[config.mk]
export PLATFORM = sky130hd
export DESIGN_NAME = decimal_key_encoder
export DESIGN_NICKNAME = d
export VERILOG_FILES = /design/src/rtl/decimal_key_encoder.sv
export SDC_FILE = /design/constraint.sdc
export NUM_CORES = 1
export LEC_CHECK = 0
export CAP_MARGIN = 40
export CORE_AREA = 5 5 69 71
export DETAILED_ROUTE_END_ITERATION = 7
export DIE_AREA = 0 0 74 76
export PLACE_DENSITY_LB_ADDON = 0.15
export SLEW_MARGIN = 10
export SYNTH_ARGS = -nofsm -noshare
export SYNTH_HDL_FRONTEND = slang
export SYNTH_SLANG_ARGS = --single-unit
[constraint.sdc]
create_clock -name clk -period 2.72 [get_ports clk]
set_input_delay 0.544 -clock clk [delete_from_list [all_inputs] [get_ports clk]]
set_output_delay 0.544 -clock clk [all_outputs]
set_load 0.005 [all_outputs]
[src/rtl/decimal_key_encoder.sv]
// Ten-line key encoder: synchronises and debounces raw key lines f0..f9, priority-encodes a
// single press to BCD (bit3=w .. bit0=z) and hands each press over once on valid/ready.
// Optional build macro: DECIMAL_KEY_MULTI_ERR_EN (multi-key presses raise err instead of
// emitting a code).
module decimal_key_encoder #(
    parameter int unsigned DEBOUNCE_CYCLES = 16,
    parameter int unsigned DB_W            = 5
) (
    input  logic       clk,
    input  logic       rst_n,
    input  logic [9:0] f_in,
    output logic [3:0] code_out,
    output logic       valid,
    input  logic       ready,
    output logic       busy,
    output logic       err
);

    typedef enum logic [1:0] {StIdle, StDebounce, StEmit, StRelease} state_e;

    // Terminal count shared by press acceptance and release qualification.
    localparam logic [DB_W-1:0] CntLast = DB_W'(DEBOUNCE_CYCLES - 1);

    logic [9:0]      sync1_q, sync2_q;
    logic [9:0]      s;
    state_e          state_q, state_d;
    logic [9:0]      snap_q, snap_d;
    logic [DB_W-1:0] cnt_q, cnt_d;
    logic [3:0]      code_q, code_d;
    logic            valid_q, valid_d;
    logic [3:0]      snap_code;
`ifdef DECIMAL_KEY_MULTI_ERR_EN
    logic            err_q, err_d;
`endif

    assign s = sync2_q;

    // Two-flop synchroniser on the raw key lines.
    always_ff @(posedge clk or negedge rst_n) begin
        if (!rst_n) begin
            sync1_q <= '0;
            sync2_q <= '0;
        end else begin
            sync1_q <= f_in;
            sync2_q <= sync1_q;
        end
    end

    // Lowest set key index wins; scanning downwards lets the lowest index overwrite last.
    always_comb begin
        snap_code = '0;
        for (int i = 9; i >= 0; i--) begin
            if (snap_q[i]) begin
                snap_code = 4'(i);
            end
        end
    end

    // State and datapath registers.
    always_ff @(posedge clk or negedge rst_n) begin
        if (!rst_n) begin
            state_q <= StIdle;
            snap_q  <= '0;
            cnt_q   <= '0;
            code_q  <= '0;
            valid_q <= 1'b0;
`ifdef DECIMAL_KEY_MULTI_ERR_EN
            err_q   <= 1'b0;
`endif
        end else begin
            state_q <= state_d;
            snap_q  <= snap_d;
            cnt_q   <= cnt_d;
            code_q  <= code_d;
            valid_q <= valid_d;
`ifdef DECIMAL_KEY_MULTI_ERR_EN
            err_q   <= err_d;
`endif
        end
    end

    // Next-state logic: debounce a press, emit it once, then wait for a clean release.
    always_comb begin
        state_d = state_q;
        snap_d  = snap_q;
        cnt_d   = cnt_q;
        code_d  = code_q;
        valid_d = valid_q;
`ifdef DECIMAL_KEY_MULTI_ERR_EN
        err_d   = 1'b0;
`endif
        unique case (state_q)
            StIdle: begin
                if (s != '0) begin
                    snap_d  = s;
                    cnt_d   = '0;
                    state_d = StDebounce;
                end
            end
            StDebounce: begin
                if (s == '0) begin
                    state_d = StIdle;
                end else if (s != snap_q) begin
                    // Pattern changed while bouncing: restart the stability window.
                    snap_d = s;
                    cnt_d  = '0;
                end else if (cnt_q == CntLast) begin
`ifdef DECIMAL_KEY_MULTI_ERR_EN
                    if ($countones(snap_q) > 1) begin
                        err_d   = 1'b1;
                        cnt_d   = '0;
                        state_d = StRelease;
                    end else begin
                        code_d  = snap_code;
                        valid_d = 1'b1;
                        state_d = StEmit;
                    end
`else
                    code_d  = snap_code;
                    valid_d = 1'b1;
                    state_d = StEmit;
`endif
                end else begin
                    cnt_d = cnt_q + DB_W'(1);
                end
            end
            StEmit: begin
                if (valid_q && ready) begin
                    valid_d = 1'b0;
                    cnt_d   = '0;
                    state_d = StRelease;
                end
            end
            StRelease: begin
                // Held or new keys keep restarting the count, so there is no auto-repeat.
                if (s != '0) begin
                    cnt_d = '0;
                end else if (cnt_q == CntLast) begin
                    state_d = StIdle;
                end else begin
                    cnt_d = cnt_q + DB_W'(1);
                end
            end
            default: state_d = StIdle;
        endcase
    end

    // Output decode.
    always_comb begin
        busy     = (state_q != StIdle);
        code_out = code_q;
        valid    = valid_q;
`ifdef DECIMAL_KEY_MULTI_ERR_EN
        err      = err_q;
`else
        err      = 1'b0;
`endif
    end

endmodule

==> results of run 1 <==
==> flip-flops by register name, indices dropped and copies added, names as in the netlist, named ones only <==
name and count:
code_out 4, sync1_q 10, cnt_q 5, s 10
valid 1, state_q 1, snap_q 10
==> final cells by class <==
type,instances,area share [%]
Tap cell,52,3.07
Clock inverter,1,1.42
Clock buffer,6,3.89
Multi-Input combinational cell,88,31.8
Sequential cell,42,49.6
Inverter,6,1.06
Timing Repair Buffer,19,9.20
==> layer usage <==
layer / part of all wire (%) / routed length, µm
met1: 42 / 1330
met2: 52 / 1620
met3: 4.5 / 142
met4: 1.5 / 48
met5: 0 / 0
==> power breakdown <==
group	total [µW]	leakage, µW	internal, µW	switching [µW]
clock network	485	0.0000573	293	191
registers	668	0.000512	647	21.4
logic	74.3	0.000357	40.9	33.4
total	1230	0.000927	981	246
==> worst paths after layout <==
check / startpoint / endpoint / slack (ns) / cells past startpoint
min: rst_n / code_out[2] / 0.11 / 1
max: snap_q[6] / snap_q[4] / 0.45 / 5
max reg2reg: snap_q[6] / snap_q[4] / 0.45 / 5
min reg2reg: sync1_q[7] / s[7] / 0.35 / 0
max in group asynchronous: rst_n / async pin / 2.16 / 2
min in group clk: sync1_q[7] / s[7] / 0.35 / 0
==> worst max-delay path, cell delays in order (launching register included) <==
cell and delay, ns:
sky130_fd_sc_hd__dfrtp_1 0.43, sky130_fd_sc_hd__xor2_1 0.19, sky130_fd_sc_hd__or4_4 0.55, sky130_fd_sc_hd__o41a_4 0.54
sky130_fd_sc_hd__nand2_8 0.14, sky130_fd_sc_hd__mux2_4 0.31
==> through the flow <==
stage | instances | worst slack [ns] | util (%) | hold slack (ns) | total power [µW]
floorplan | 138 | 0.546 | - | 0.248 | 713
global placement | 206 | 0.492 | 47.6 | 0.332 | 751
detailed placement | 207 | 0.459 | 48.1 | 0.335 | 756
CTS | 214 | 0.443 | 50.8 | 0.117 | 1240
global route | 214 | 0.405 | 50.8 | 0.111 | 1280
finish | 214 | 0.448 | 50.8 | 0.115 | 1230
==> cells in the final DEF (no fill, tap or decap), types with 3 or more instances in the layout <==
| cell | n |
|---|---|
| sky130_fd_sc_hd__a22o_2 | 6 |
| sky130_fd_sc_hd__nor2_1 | 9 |
| sky130_fd_sc_hd__xor2_1 | 8 |
| sky130_fd_sc_hd__nand2_1 | 8 |
| sky130_fd_sc_hd__nor3_1 | 4 |
| sky130_fd_sc_hd__or4_1 | 3 |
| sky130_fd_sc_hd__clkdlybuf4s50_1 | 17 |
| sky130_fd_sc_hd__mux2_2 | 3 |
| sky130_fd_sc_hd__mux2_4 | 4 |
| sky130_fd_sc_hd__nor4_1 | 3 |
| sky130_fd_sc_hd__inv_1 | 6 |
| sky130_fd_sc_hd__xnor2_1 | 3 |
| sky130_fd_sc_hd__clkbuf_8 | 6 |
| sky130_fd_sc_hd__dfrtp_1 | 42 |
| sky130_fd_sc_hd__a21oi_1 | 6 |
==> cell families (layout without fill, tap and decap cells) <==
kind of cell	Yosys count	after routing	synth area share [%]
xor gates and xnor gates	11	11	5.48
adders and majority gates	1	1	0.711
and+or+nand+nor	42	42	13.9
AOI/OAI and AO/OA	25	25	12.1
DFF	42	42	59.7
buffers and inverters	8	32	1.92
muxes	8	8	5.90
other	1	1	0.213
==> results.md, run 1 <==
- Boundary Pins: 20
- Total grt overflow: 0
- Number of hold violations in the final report: 0
- Class of the most critical hold timing path: input port to async pin
- Setup Viol. Count Final: 0
- Drt first-iter violations: 42
- Number of hold buffers added after cts: 0
- Sink Count: 42
- Insertion delay to the later sink of the worst-skew pair: ~0.28 ns
- Maximum root-to-sink buffer count: 2
- Yosys synthesis warning count: 0
- Detailed-router iteration count before antenna repair: 6
- Core Area: about 4200 µm²
- Average wire length per cell after detail routing: 14.6 µm
- Layout cell share with drive strength beyond 1: about 17%
- Biggest area contributors in the synthesized netlist: sky130_fd_sc_hd__dfrtp_1, sky130_fd_sc_hd__xor2_1, sky130_fd_sc_hd__a22o_2
- Most common library cells after synthesis: sky130_fd_sc_hd__dfrtp_1, sky130_fd_sc_hd__nor2_1, sky130_fd_sc_hd__nand2_1, sky130_fd_sc_hd__xor2_1
- Clock transition time at the flip-flop clock pins of the worst setup and hold paths: 0.07 ns
- Most used flip-flop cell after synthesis: sky130_fd_sc_hd__dfrtp_1
- Max Cap Violations: 0
- Post-route cell area: approximately 2100 µm²
- Most common cell in the netlist: sky130_fd_sc_hd__dfrtp_1
- Grt met2 use: 21.2%
- Die Footprint: about 5600 µm²
- Endpoint type of the worst setup path: flop
- Fill cells: around 370
- Register area: ~1100 µm²
- Post-DP Area: 2010 µm²
- Number of antenna violations at the first check in global routing: 0
- Nets: roughly 180
- H-tree level count: 2
- Total Routed Length: roughly 3100 µm
- Part of the cycle the worst path needs: between 80% and 90%
- Netlist Area Pre-Place: about 1800 µm²
- Endpoint arrival time on the critical path: about 2.4 ns
- CTS tree: yes
- Time the final worst path needs with I/O delays and setup: 2.27 ns
- Met1 layer usage reported by global route: 15.2%
- Worst Path Class, Setup: flop to flop
- Cell Rows: 24
- Worst-case clock skew: around 0.005 ns
- Library cells used by synthesis: 42
- Setup Total Neg Slack: 0 ns
- Aggregate global-route resource usage: approximately 13%
- Number of enable flip-flop cells after synthesis: 0
- Initial cell density of the core: between 40 and 50%
- Detailed placer's ending HPWL: 2390 µm
- Max Freq: about 440 MHz
- Data required time of the worst path: 2.89 ns
- Count of inserted antenna diode cells: 0
- Number of slew-limit violations in the final report: 0
- Max rail drop VDD: roughly 0.00037 V
- Post-synthesis async set-or-reset flop share: 100%
- Flip-flop and latch count after synthesis: between 40 and 50
- Least-Margin Pin Slew: between 0.5 and 0.6 ns
- Power per standard cell area: between 500 and 600 nW/µm²
- Die Span Y: roughly 76 µm
- Pin count of the biggest net entering global routing: 35
- Nature of the critical path startpoint: flop
- Vias in the first global route: 1173
- Clock root buffer: sky130_fd_sc_hd__clkbuf_8
- Global routing usage on met3: between 3 and 4%
- Lkg Pwr: just over 0.0009 µW
- Remaining routing DRC violations: 0
- Post-CTS setup-driven buffer insertion count: 0
- Nets in the synthesized netlist: ~150
- Result of the run: complete, no violations
- Number of CTS-inserted buffers: 5
- Die W: between 70 and 80 µm
- Relative max-transition margin: about two thirds
- Mean instance size in the synthesized netlist: 12.7 µm²
- Proportion of synthesized chip area in sequential cells: between 50% and 60%
- Gr busiest metal: met2
- Gate count after technology mapping: ~140
- Vias: around 1100
- Dominant cell type by area after synthesis: sky130_fd_sc_hd__dfrtp_1
- Area share of the leading cell type in the synthesized netlist: between 50% and 60%
- First-pass GRT wire length: between 5000 and 6000 µm
- Max FO, Critical Path: 10
- Area of the multi-input gates: 674 µm²
- Unrepaired setup endpoints after global routing: no
- Area added between synthesis and finish: 20.6%
- Antenna Violating Nets Remaining: 0
- Number of buffers added on ports: 18
- Post-CTS Resized: 0
- Vias/cell: around 5.3
- Global placement routability congestion: between 0.8 and 0.9
Note: power is estimated with default switching activity, not from simulation.
==> run 2: changes to the inputs <==
==> constraint.sdc (replaced) <==
create_clock -name clk -period 2.2 [get_ports clk]
set_input_delay 0.44 -clock clk [delete_from_list [all_inputs] [get_ports clk]]
set_output_delay 0.44 -clock clk [all_outputs]
set_load 0.005 [all_outputs]
==> run 2 against run 1 <==
  * Sequential power increased by 23%
  * Setup slack got worse by 0.35 ns
  * Routed wire length increased by 9.3%
  * Via count increased by 7.8%
==> results.md, run 2 (synthesized netlist as in run 1, its figures left out) <==
- Commonest non-fill, non-tap cells in the layout: sky130_fd_sc_hd__dfrtp_1, sky130_fd_sc_hd__clkdlybuf4s50_1, sky130_fd_sc_hd__buf_4
- Total Routed Length: about 3400 µm
- Cell Rows: 24
- Most common library cell in the layout ignoring fill and taps: sky130_fd_sc_hd__dfrtp_1
- Clock root buffer: sky130_fd_sc_hd__clkbuf_8
- H-tree level count: 2
- Unrepaired setup endpoints after global routing: no
- Die Span Y: 76 µm
- Remaining routing DRC violations: 0
- Final core utilization: 53.6%
- Worst flop-to-flop path startpoint: snap_q[3]
- Nature of the critical path startpoint: flop
- Time the final worst path needs with I/O delays and setup: 2.10 ns
- Data required time of the worst path: approximately 2.4 ns
- Detailed placer's ending HPWL: 2510 µm
- Setup Viol. Count Final: 0
- Minimum setup slack among reg-to-reg paths: ~0.10 ns
- Aggregate global-route resource usage: 13.6%
- Number of hold violations in the final report: 0
- Least-Margin Pin Slew: ~0.53 ns
- Initial cell density of the core: 42.1%
- Vias in the first global route: approximately 1300
- Core Area: 4170 µm²
- Max stage delay on crit path: roughly 0.53 ns
- Max Freq: between 400 and 500 MHz
- Vias/cell: 5.34
- Boundary Pins: 20
- Number of placed instances, taps included: between 200 and 250
- Setup Total Neg Slack: 0 ns
- Average wire length per cell after detail routing: between 15 and 20 µm
- Layout cell share with drive strength beyond 1: between 20% and 30%
- Class of the most critical hold timing path: input port to async pin
- Part of the cycle the worst path needs: between 90% and 100%
- First-pass GRT wire length: 5820 µm
- Setup slack after placement: -0.00420 ns
- Length in cells of the worst reg-to-reg path: 5
- Number of slew-limit violations in the final report: 0
- Non-filler cells in the finished layout: ~230
- Number of hold buffers added after cts: 0
- Worst-case hold slack: slightly below 0.2 ns
- Detailed-router iteration count before antenna repair: 4
- Max stage delay cell, worst path: sky130_fd_sc_hd__or4_4
- Max rail drop VDD: 0.000463 V
- Number of buffers added on ports: 18
- CTS tree: yes
- Number of antenna violations at the first check in global routing: 0
- Endpoint arrival time on the critical path: approximately 2.3 ns
- Worst-case clock skew: between 0.006 and 0.007 ns
- Insertion delay to the later sink of the worst-skew pair: 0.30 ns
- Pin count of the biggest net entering global routing: 43
- Global placement routability congestion: 0.891
- Worst Path Class, Setup: flop to flop
- FF-to-FF End: snap_q[4]
- Max Cap Violations: 0
- Vias: about 1200
- Lkg Pwr: 0.000984 µW
- Result of the run: complete, no violations
- Sink Count: 42
- Endpoint type of the worst setup path: flop
- Max FO, Critical Path: 10
- Die W: roughly 74 µm
- Relative max-transition margin: 64.9%
- Drt first-iter violations: 43
- Total grt overflow: 0
- Cell Chain, Critical Path: xor2_1, or4_4, o41a_4, nand2_8, mux2_4
- Area added between synthesis and finish: 27.2%
- Die Footprint: approximately 5600 µm²
- Clock transition time at the flip-flop clock pins of the worst setup and hold paths: about 0.080 ns
- Nets: 189
- Number of CTS-inserted buffers: 5
- Fill cells: about 350
- Antenna Violating Nets Remaining: 0
- Maximum root-to-sink buffer count: 2
- Min setup slack post-route: 0.101 ns
- Power per standard cell area: 738 nW/µm²
- Count of inserted antenna diode cells: 0
run 2: layer usage:
layer | GRT usage, % | vias to the layer above | share of wire (%) | wire [µm]
met1 | 15.5 | 610 | 42 | 1420
met4 | 7.97 | 0 | 4.3 | 148
met5 | 0 | - | 0 | 0
met2 | 21.7 | 26 | 50 | 1710
li1 | - | 569 | - | -
met3 | 4.22 | 12 | 4.1 | 141
run 2: area by class of cell:
cell class	count	area [µm²]	area share [%]
clock buffer	5	68.8	3.08
tap	52	65.1	2.91
inverter	6	22.5	1.01
clock inverter	3	68.8	3.08
sequential	42	1050	47.0
multi-input combinational	88	681	30.4
timing repair buffer	32	280	12.5
run 2: worst max-delay path by stage:
stage          depth (start not counted)  slack, ns  startpoint           to
3_5_place_dp                           5     -0.004        s[6]    snap_q[7]
2_1_floorplan                          5       0.03   snap_q[6]    snap_q[4]
3_3_place_gp                           5       0.05        s[6]    snap_q[6]
6_report                               5       0.10   snap_q[3]    snap_q[4]
4_1_cts                                5      0.002   snap_q[6]    snap_q[4]
5_1_grt                                5       0.03        s[5]  code_out[1]
run 2: worst max-delay path: cells and delay by family (launching register included):
kind	cells	cell delay [ns]
AND/OR/NAND/NOR	2	0.66
AO/OA/AOI/OAI	1	0.41
flip-flops	1	0.40
multiplexers	1	0.31
XOR/XNOR	1	0.20
run 2: through the flow:
step	power [µW]	cell area [µm²]
2_1_floorplan	881	1760
3_3_place_gp	940	2070
3_5_place_dp	944	2070
4_1_cts	1670	2220
5_1_grt	1730	2240
6_report	1650	2240
run 2: timing repair:
item | CTS | global route
buffers inserted | 1 | 2
gates resized for setup | 0 | 1
setup endpoints to repair | 4 | 11
pin swaps | 0 | 1
endpoints found under the hold margin | 0 | 0
run 2: power breakdown:
group	leakage [µW]	switching (µW)	internal, µW
registers	0.000512	22.1	800
logic	0.000403	52.7	59.3
clock network	0.0000683	264	454
==> run 3: changes to the inputs <==
--- a/config.mk
+++ b/config.mk
@@ -10,6 +10,7 @@
 export DETAILED_ROUTE_END_ITERATION = 7
 export DIE_AREA = 0 0 74 76
 export PLACE_DENSITY_LB_ADDON = 0.15
+export SKIP_LAST_GASP = 1
 export SLEW_MARGIN = 10
 export SYNTH_ARGS = -nofsm -noshare
 export SYNTH_HDL_FRONTEND = slang
==> results of run 3 <==
Final layout, timing and power as in run 2 (identical DEF).
